==> src/rtl/state_seq_monitor_pkg.sv <==
// Shared definitions for the LED state-sequence monitor: transition tables,
// speed thresholds and the tracking FSM encoding.
package state_seq_pkg;

    typedef enum logic [1:0] {IDLE, ACQ, LOCKED} fsm_state_t;

    // Lower bounds (exclusive) of the step period for speed codes 1..6
    localparam int unsigned SPD_T1 = 375;
    localparam int unsigned SPD_T2 = 208;
    localparam int unsigned SPD_T3 = 146;
    localparam int unsigned SPD_T4 = 112;
    localparam int unsigned SPD_T5 = 91;
    localparam int unsigned SPD_T6 = 77;

    function automatic logic [2:0] next_m0(input logic [2:0] s);
        logic [2:0] n;
        case (s)
            3'b000:  n = 3'b110;
            3'b001:  n = 3'b101;
            3'b010:  n = 3'b011;
            3'b011:  n = 3'b001;
            3'b100:  n = 3'b110;
            3'b101:  n = 3'b100;
            3'b110:  n = 3'b010;
            default: n = 3'b000;
        endcase
        return n;
    endfunction

    function automatic logic [2:0] next_m1(input logic [2:0] s);
        logic [2:0] n;
        case (s)
            3'b000:  n = 3'b110;
            3'b001:  n = 3'b011;
            3'b010:  n = 3'b110;
            3'b011:  n = 3'b010;
            3'b100:  n = 3'b101;
            3'b101:  n = 3'b001;
            3'b110:  n = 3'b100;
            default: n = 3'b000;
        endcase
        return n;
    endfunction

    function automatic logic [2:0] speed_class(input int unsigned p);
        logic [2:0] c;
        if (p > SPD_T1)      c = 3'd1;
        else if (p > SPD_T2) c = 3'd2;
        else if (p > SPD_T3) c = 3'd3;
        else if (p > SPD_T4) c = 3'd4;
        else if (p > SPD_T5) c = 3'd5;
        else if (p > SPD_T6) c = 3'd6;
        else                 c = 3'd7;
        return c;
    endfunction

endpackage

==> src/rtl/state_seq_monitor_if.sv <==
// Monitor-side bundle: incoming LED state stream plus all tracking results.
interface state_seq_monitor_if #(
    parameter int unsigned PW   = 10,
    parameter int unsigned ERRW = 8
);
    logic [2:0]      data_in;
    logic            step;
    logic            locked;
    logic            seq_id;
    logic            err;
    logic [ERRW-1:0] err_cnt;
    logic [PW-1:0]   period;
    logic [2:0]      speed_est;
    logic            stalled;

    modport master (
        output data_in,
        input  step, locked, seq_id, err, err_cnt, period, speed_est, stalled
    );

    modport slave (
        input  data_in,
        output step, locked, seq_id, err, err_cnt, period, speed_est, stalled
    );
endinterface

==> src/rtl/state_seq_monitor_period.sv <==
// Step-period measurement, stall timeout and speed-code recovery.
module state_seq_period
    import state_seq_pkg::*;
#(
    parameter int unsigned PW      = 10,
    parameter int unsigned TIMEOUT = 1000
) (
    input  logic          clk,
    input  logic          CR_n,
    input  logic          step,
    output logic [PW-1:0] period,
    output logic [2:0]    speed_est,
    output logic          stalled
);
    localparam logic [PW-1:0] TO = PW'(TIMEOUT);

    logic [PW-1:0] cyc_q;
    logic [PW-1:0] period_n;
    logic          seen_q;

    always_comb begin
        period_n = (cyc_q == '1) ? cyc_q : cyc_q + PW'(1);
    end

    // The first step after clear has no reference edge, so it only arms seen_q
    always_ff @(posedge clk or negedge CR_n) begin
        if (!CR_n) begin
            cyc_q     <= '0;
            seen_q    <= 1'b0;
            period    <= '0;
            speed_est <= '0;
            stalled   <= 1'b0;
        end else if (step) begin
            cyc_q   <= '0;
            seen_q  <= 1'b1;
            stalled <= 1'b0;
            if (seen_q) begin
                period    <= period_n;
                speed_est <= speed_class(32'(period_n));
            end
        end else begin
            if (cyc_q != '1) cyc_q <= cyc_q + PW'(1);
            if (cyc_q >= TO) begin
                stalled   <= 1'b1;
                speed_est <= '0;
            end
        end
    end

endmodule

==> src/rtl/state_seq_monitor.sv <==
// Receive-side checker for the 3-bit LED state stream: synchronises, detects
// steps, identifies the running table and flags illegal transitions.
module state_seq_monitor
    import state_seq_pkg::*;
#(
    parameter int unsigned SYNC_STAGES = 2,
    parameter int unsigned LOCK_STEPS  = 4,
    parameter int unsigned PW          = 10,
    parameter int unsigned ERRW        = 8,
    parameter int unsigned TIMEOUT     = 1000
) (
    input  logic               clk,
    input  logic               CR_n,
    state_seq_monitor_if.slave mon
);
    localparam int unsigned CW = $clog2(LOCK_STEPS + 1);

    logic [2:0]      sync_q [SYNC_STAGES];
    logic [2:0]      ds;
    logic [2:0]      prev_q;
    logic            step_c;
    logic            leg0, leg1, leg_seq;
    logic [1:0]      cand_q, cand_n;
    logic [CW-1:0]   cnt_q, cnt_n;
    fsm_state_t      state_q;
    logic            seq_q;
    logic            step_q, err_q, locked_q, seq_id_q;
    logic [ERRW-1:0] err_cnt_q;

    // Synchroniser clears to 111 to match prev_q, so no step fires on release
    always_ff @(posedge clk or negedge CR_n) begin
        if (!CR_n) begin
            for (int unsigned i = 0; i < SYNC_STAGES; i++) sync_q[i] <= '1;
        end else begin
            sync_q[0] <= mon.data_in;
            for (int unsigned i = 1; i < SYNC_STAGES; i++) sync_q[i] <= sync_q[i-1];
        end
    end

    always_comb begin
        ds      = sync_q[SYNC_STAGES-1];
        step_c  = (ds != prev_q);
        leg0    = (next_m0(prev_q) == ds);
        leg1    = (next_m1(prev_q) == ds);
        leg_seq = seq_q ? leg1 : leg0;
        cand_n  = cand_q & {leg1, leg0};
        cnt_n   = (cnt_q == CW'(LOCK_STEPS)) ? cnt_q : cnt_q + CW'(1);
    end

    // IDLE scores its first step exactly like ACQ since cand starts as 2'b11
    always_ff @(posedge clk or negedge CR_n) begin
        if (!CR_n) begin
            state_q   <= IDLE;
            prev_q    <= '1;
            cand_q    <= 2'b11;
            cnt_q     <= '0;
            seq_q     <= 1'b0;
            step_q    <= 1'b0;
            err_q     <= 1'b0;
            err_cnt_q <= '0;
            locked_q  <= 1'b0;
            seq_id_q  <= 1'b0;
        end else begin
            step_q   <= step_c;
            err_q    <= 1'b0;
            locked_q <= (state_q == LOCKED);
            seq_id_q <= (state_q == LOCKED) && seq_q;
            if (step_c) begin
                prev_q <= ds;
                case (state_q)
                    IDLE, ACQ: begin
                        if (cand_n == 2'b00) begin
                            cand_q  <= 2'b11;
                            cnt_q   <= '0;
                            state_q <= ACQ;
                        end else begin
                            cand_q <= cand_n;
                            cnt_q  <= cnt_n;
                            if (cnt_n >= CW'(LOCK_STEPS) && (cand_n[0] ^ cand_n[1])) begin
                                state_q <= LOCKED;
                                seq_q   <= cand_n[1];
                            end else begin
                                state_q <= ACQ;
                            end
                        end
                    end
                    LOCKED: begin
                        if (!leg_seq) begin
                            err_q <= 1'b1;
                            if (err_cnt_q != '1) err_cnt_q <= err_cnt_q + ERRW'(1);
                            state_q <= ACQ;
                            cand_q  <= 2'b11;
                            cnt_q   <= '0;
                        end
                    end
                    default: state_q <= IDLE;
                endcase
            end
        end
    end

    state_seq_period #(
        .PW      (PW),
        .TIMEOUT (TIMEOUT)
    ) u_period (
        .clk       (clk),
        .CR_n      (CR_n),
        .step      (step_q),
        .period    (mon.period),
        .speed_est (mon.speed_est),
        .stalled   (mon.stalled)
    );

    assign mon.step    = step_q;
    assign mon.err     = err_q;
    assign mon.err_cnt = err_cnt_q;
    assign mon.locked  = locked_q;
    assign mon.seq_id  = seq_id_q;

endmodule

==> src/flat_wrapper.sv <==
// flat-port wrapper written by rule: the top's interface ports become plain ports
module state_seq_monitor_flat import state_seq_pkg::*;
#(
    parameter int unsigned SYNC_STAGES = 2,
    parameter int unsigned LOCK_STEPS  = 4,
    parameter int unsigned PW          = 10,
    parameter int unsigned ERRW        = 8,
    parameter int unsigned TIMEOUT     = 1000
)
  (clk, CR_n, mon_data_in, mon_step, mon_locked, mon_seq_id, mon_err, mon_err_cnt, mon_period, mon_speed_est, mon_stalled);
  state_seq_monitor_if #(.PW(PW), .ERRW(ERRW)) mon_i ();
  input  logic clk;
  input  logic CR_n;
  input wire logic [$bits(mon_i.data_in)-1:0] mon_data_in;
  output wire logic [$bits(mon_i.step)-1:0] mon_step;
  output wire logic [$bits(mon_i.locked)-1:0] mon_locked;
  output wire logic [$bits(mon_i.seq_id)-1:0] mon_seq_id;
  output wire logic [$bits(mon_i.err)-1:0] mon_err;
  output wire logic [$bits(mon_i.err_cnt)-1:0] mon_err_cnt;
  output wire logic [$bits(mon_i.period)-1:0] mon_period;
  output wire logic [$bits(mon_i.speed_est)-1:0] mon_speed_est;
  output wire logic [$bits(mon_i.stalled)-1:0] mon_stalled;
  assign mon_i.data_in = mon_data_in;
  assign mon_step = mon_i.step;
  assign mon_locked = mon_i.locked;
  assign mon_seq_id = mon_i.seq_id;
  assign mon_err = mon_i.err;
  assign mon_err_cnt = mon_i.err_cnt;
  assign mon_period = mon_i.period;
  assign mon_speed_est = mon_i.speed_est;
  assign mon_stalled = mon_i.stalled;
  state_seq_monitor #(.SYNC_STAGES(SYNC_STAGES), .LOCK_STEPS(LOCK_STEPS), .PW(PW), .ERRW(ERRW), .TIMEOUT(TIMEOUT)) u_core (.clk(clk), .CR_n(CR_n), .mon(mon_i));
endmodule
==> config.mk <==
export PLATFORM = sky130hd
export DESIGN_NAME = state_seq_monitor_flat
export DESIGN_NICKNAME = d
export VERILOG_FILES = /design/src/rtl/state_seq_monitor_pkg.sv /design/src/rtl/state_seq_monitor_if.sv /design/src/rtl/state_seq_monitor_period.sv /design/src/rtl/state_seq_monitor.sv /design/src/flat_wrapper.sv
export SDC_FILE = /design/constraint.sdc
export NUM_CORES = 1
export LEC_CHECK = 0
export CAP_MARGIN = 20
export CORE_MARGIN = 3
export CORE_UTILIZATION = 50
export DETAILED_ROUTE_END_ITERATION = 12
export GPL_TIMING_DRIVEN = 0
export PLACE_DENSITY = 0.82
export SYNTH_ARGS = -nofsm -noshare
export SYNTH_HDL_FRONTEND = slang
export SYNTH_SLANG_ARGS = --single-unit
==> constraint.sdc <==
create_clock -name clk -period 2.9 [get_ports clk]
set_input_delay 0.58 -clock clk [delete_from_list [all_inputs] [get_ports clk]]
set_output_delay 0.58 -clock clk [all_outputs]
set_load 0.01 [all_outputs]
==> impl_metrics.toml <==
[route]
detail-route-antenna-nets = 0
drtIter0Drc = 168
wl_per_cell_um = 15.29
drcViolationCount = 0
viasPerCell = 5.829
dr.pass1.iters = 5
num_vias = 2419
totalWireLength_um = 6345

[floorplanning]
die_h_um = 83.60
die_area_mm2 = 0.006988
core_mm2 = 0.005675
initial_core_util_pct = 53.04
io-pin-count = 31
row_count = 27
die_w_um = 83.60

[logic_synthesis]
synthXorXnorAreaFrac_pct = 5.819
synthAdderAreaFrac_pct = 3.325
synth_compound_area_share_pct = 18.16
syn_area_mm2 = 0.003010
synth.most_common_cell = "dfrtp_1"
ys.flop_type = "dfrtp_1"
yosys.area.top_type_share_pct = 35.74
yosysWarnings = 0
synth_cells = 305
yosys.area_share.simple_pct = 20.66
syn-mean-instance-area_um2 = 9.870
synth_nets = 318
synth.area.top_cells = "dfrtp_1 (36%), dfstp_2 (9.6%), xnor2_1 (4.4%), o21ai_0 (3.7%), ha_1 (3.3%)"
synth-edff-count = 0
synth-seq-cells = 54
synth_mux_area_share_pct = 0.7066
synth.cells.most_frequent = "dfrtp_1 (43), nand2_1 (24), nor2_1 (24)"
yosysSeqAreaShare_pct = 45.34
yosysUniqueCellTypes = 71
async_reset_ff_share_pct = 100.0
synth_top_family_by_area = "simple AND/OR/NAND/NOR gates"
yosys.area.top_type = "dfrtp_1"

[clocking]
cts_tree = "done"
root_buffer = "clkbuf_8"
clkTransAtPathRegs_ns = 0.09
htree_levels = 2
cts_inserted_buffers = 5
clock-sinks = 54
clk_latency_ns = 0.30
clock_path_buffers = 2
cts_hold_buf = 0

[power]
total_leakage_power_nw = 1.432
powerDensity_mw_per_mm2 = 409.5
sequentialPowerShare_pct = 55.8
comb_power_share_pct = 10.9
total_power_mw = 1.448
clock_power_share_pct = 33.3
peakVddDrop_v = 0.0003370
internal_power_mw = 1.113
p_sw_share_pct = 23.14
switching_power_mw = 0.3351

[run]
drv_cap = 0

[timing]
min_period_ns = 2.714
max_freq_mhz = 368.4
skew_ns = 0.005823
setup_violations = 0
finalHoldViolCount = 0
tightest_slew_ns = 0.7407
max_slew_margin_pct = 49.97
slew_viol_final = 0
rsz0062_at_grt = "no"
fin_crit_sh_pct = 93.59
whs_ns = 0.2999

[worst_hold_path]
holdCritPathClass = "in2async"

[global_route]
antenna_found_initial = 0
track_usage_pct = 18.79
overflow = 0
grt_max_degree = 30
grt_pass1_vias = 2343
grt_pass1_wl_um = 10890

[cells_and_area]
num_antenna_cells = 0
finalNonFillerCells = 415
area_delta_synth_final_pct = 17.50
fill_cells = 469
fin_nets = 355
drive_above_1_share_pct = 15.74

[worst_setup_path]
critPathArrivalTime_ns = 2.91
crit_path_end_kind = "register"
crit_type = "reg2reg"
critPathLaunchType = "register"
crit_required_ns = 3.09
critPathMaxFanout = 6

[placement]
gp_congestion = 0.8819
dp.cells = 408
port-buffer-count = 30
dp_hpwl_um = 4880

[status]
status = "finished clean"
[through the flow]
step | worst slack, ns | instance area [um^2] | util (%) | TNS [ns]
floorplan | 0.2619 | 3010 | - | 0
global placement | -0.2170 | 3401 | 59.92 | -9.223
detailed placement | -0.008663 | 3423 | 60.32 | -0.01469
CTS | 0.06307 | 3531 | 62.21 | 0
global route | 0.03268 | 3537 | 62.32 | 0
finish | 0.1859 | 3537 | 62.32 | 0
[area by class of cell]
type | instances | area (um^2) | area share [%]
Timing Repair Buffer | 31 | 322.8 | 9.126
Buffer | 20 | 131.4 | 3.714
Clock buffer | 7 | 76.32 | 2.158
Inverter | 12 | 45.04 | 1.273
Tap cell | 72 | 90.09 | 2.547
Multi-Input combinational cell | 218 | 1476 | 41.74
Clock inverter | 1 | 30.03 | 0.8490
Sequential cell | 54 | 1365 | 38.59
[critical path, cell delays in order, from the launching register on]
cell,delay (ns)
dfstp_2,0.60
inv_2,0.05
or4b_4,0.51
o22a_1,0.20
nor2b_1,0.17
inv_1,0.08
ha_1,0.22
nor2_2,0.17
nand2_1,0.10
nor3_2,0.23
nor2_1,0.07
a22o_1,0.20
[placed cells by master (no fill, tap or decap), types with 4 or more instances in the layout]
master           count
buf_2                4
dfstp_2             11
nand3b_1             4
clkbuf_1            11
nor2_1              23
nand3_1             10
o21ai_0             22
ha_1                 8
and2_1               5
xor2_1               5
buf_6                6
clkdlybuf4s50_1     29
a31oi_1              6
nor3_1               6
clkbuf_8             5
a21oi_1              7
xnor2_1             15
nand4_1              8
dfrtp_1             43
nand2_1             24
inv_1               11
nor2b_1              4
and3_1               6
[metal layers]
layer  GRT usage, %  up-vias  wire (um)
met5              0        -          0
met4          4.825        0        129
met3          2.764       15        236
met2          32.54       56       3100
met1          24.64     1183       2879
li1               -     1165          -
[sequential cells by signal, indices dropped and copies added, names as in the netlist, 2 cells and up]
name                       flops
u_core.cnt_q                   3
u_core.u_period.cyc_q         10
u_core.prev_q                  3
u_core.ds                      3
u_core.u_period.period        10
u_core.mon.err_cnt             8
u_core.u_period.speed_est      3
u_core.state_q                 2
u_core.cand_q                  2
u_core.sync_q                  3
[power groups by stage]
stage,logic [mW],clock network (mW),registers [mW]
floorplan,0.0958,0,0.820
global placement,0.150,0,0.820
detailed placement,0.159,0,0.821
CTS,0.158,0.492,0.809
global route,0.178,0.524,0.812
finish,0.158,0.482,0.808
[final timing paths]
path	slack (ns)	end	startpoint	depth (start not counted)
max	0.19	u_core.state_q[0]	u_core.ds[1]	11
min	0.30	u_core.mon.err_cnt[5]	CR_n	1
max reg2reg	0.19	u_core.state_q[0]	u_core.ds[1]	11
min reg2reg	0.36	u_core.ds[1]	u_core.sync_q[4]	0
max in group asynchronous	1.97	u_core.sync_q[5]	CR_n	2
min in group clk	0.36	u_core.ds[1]	u_core.sync_q[4]	0
[timing repair]
item	CTS	global route
resized for setup	1	2
buffers inserted	0	0
endpoints found under the setup margin	2	2
[kinds of logic after synthesis]
kind of cell / Yosys count
buf+inv: 33
flops: 54
compound gates: 75
mux: 2
xor+xnor: 20
simple gates: 113
fa+ha+maj: 8
Note: power is estimated with default switching activity, not from simulation.
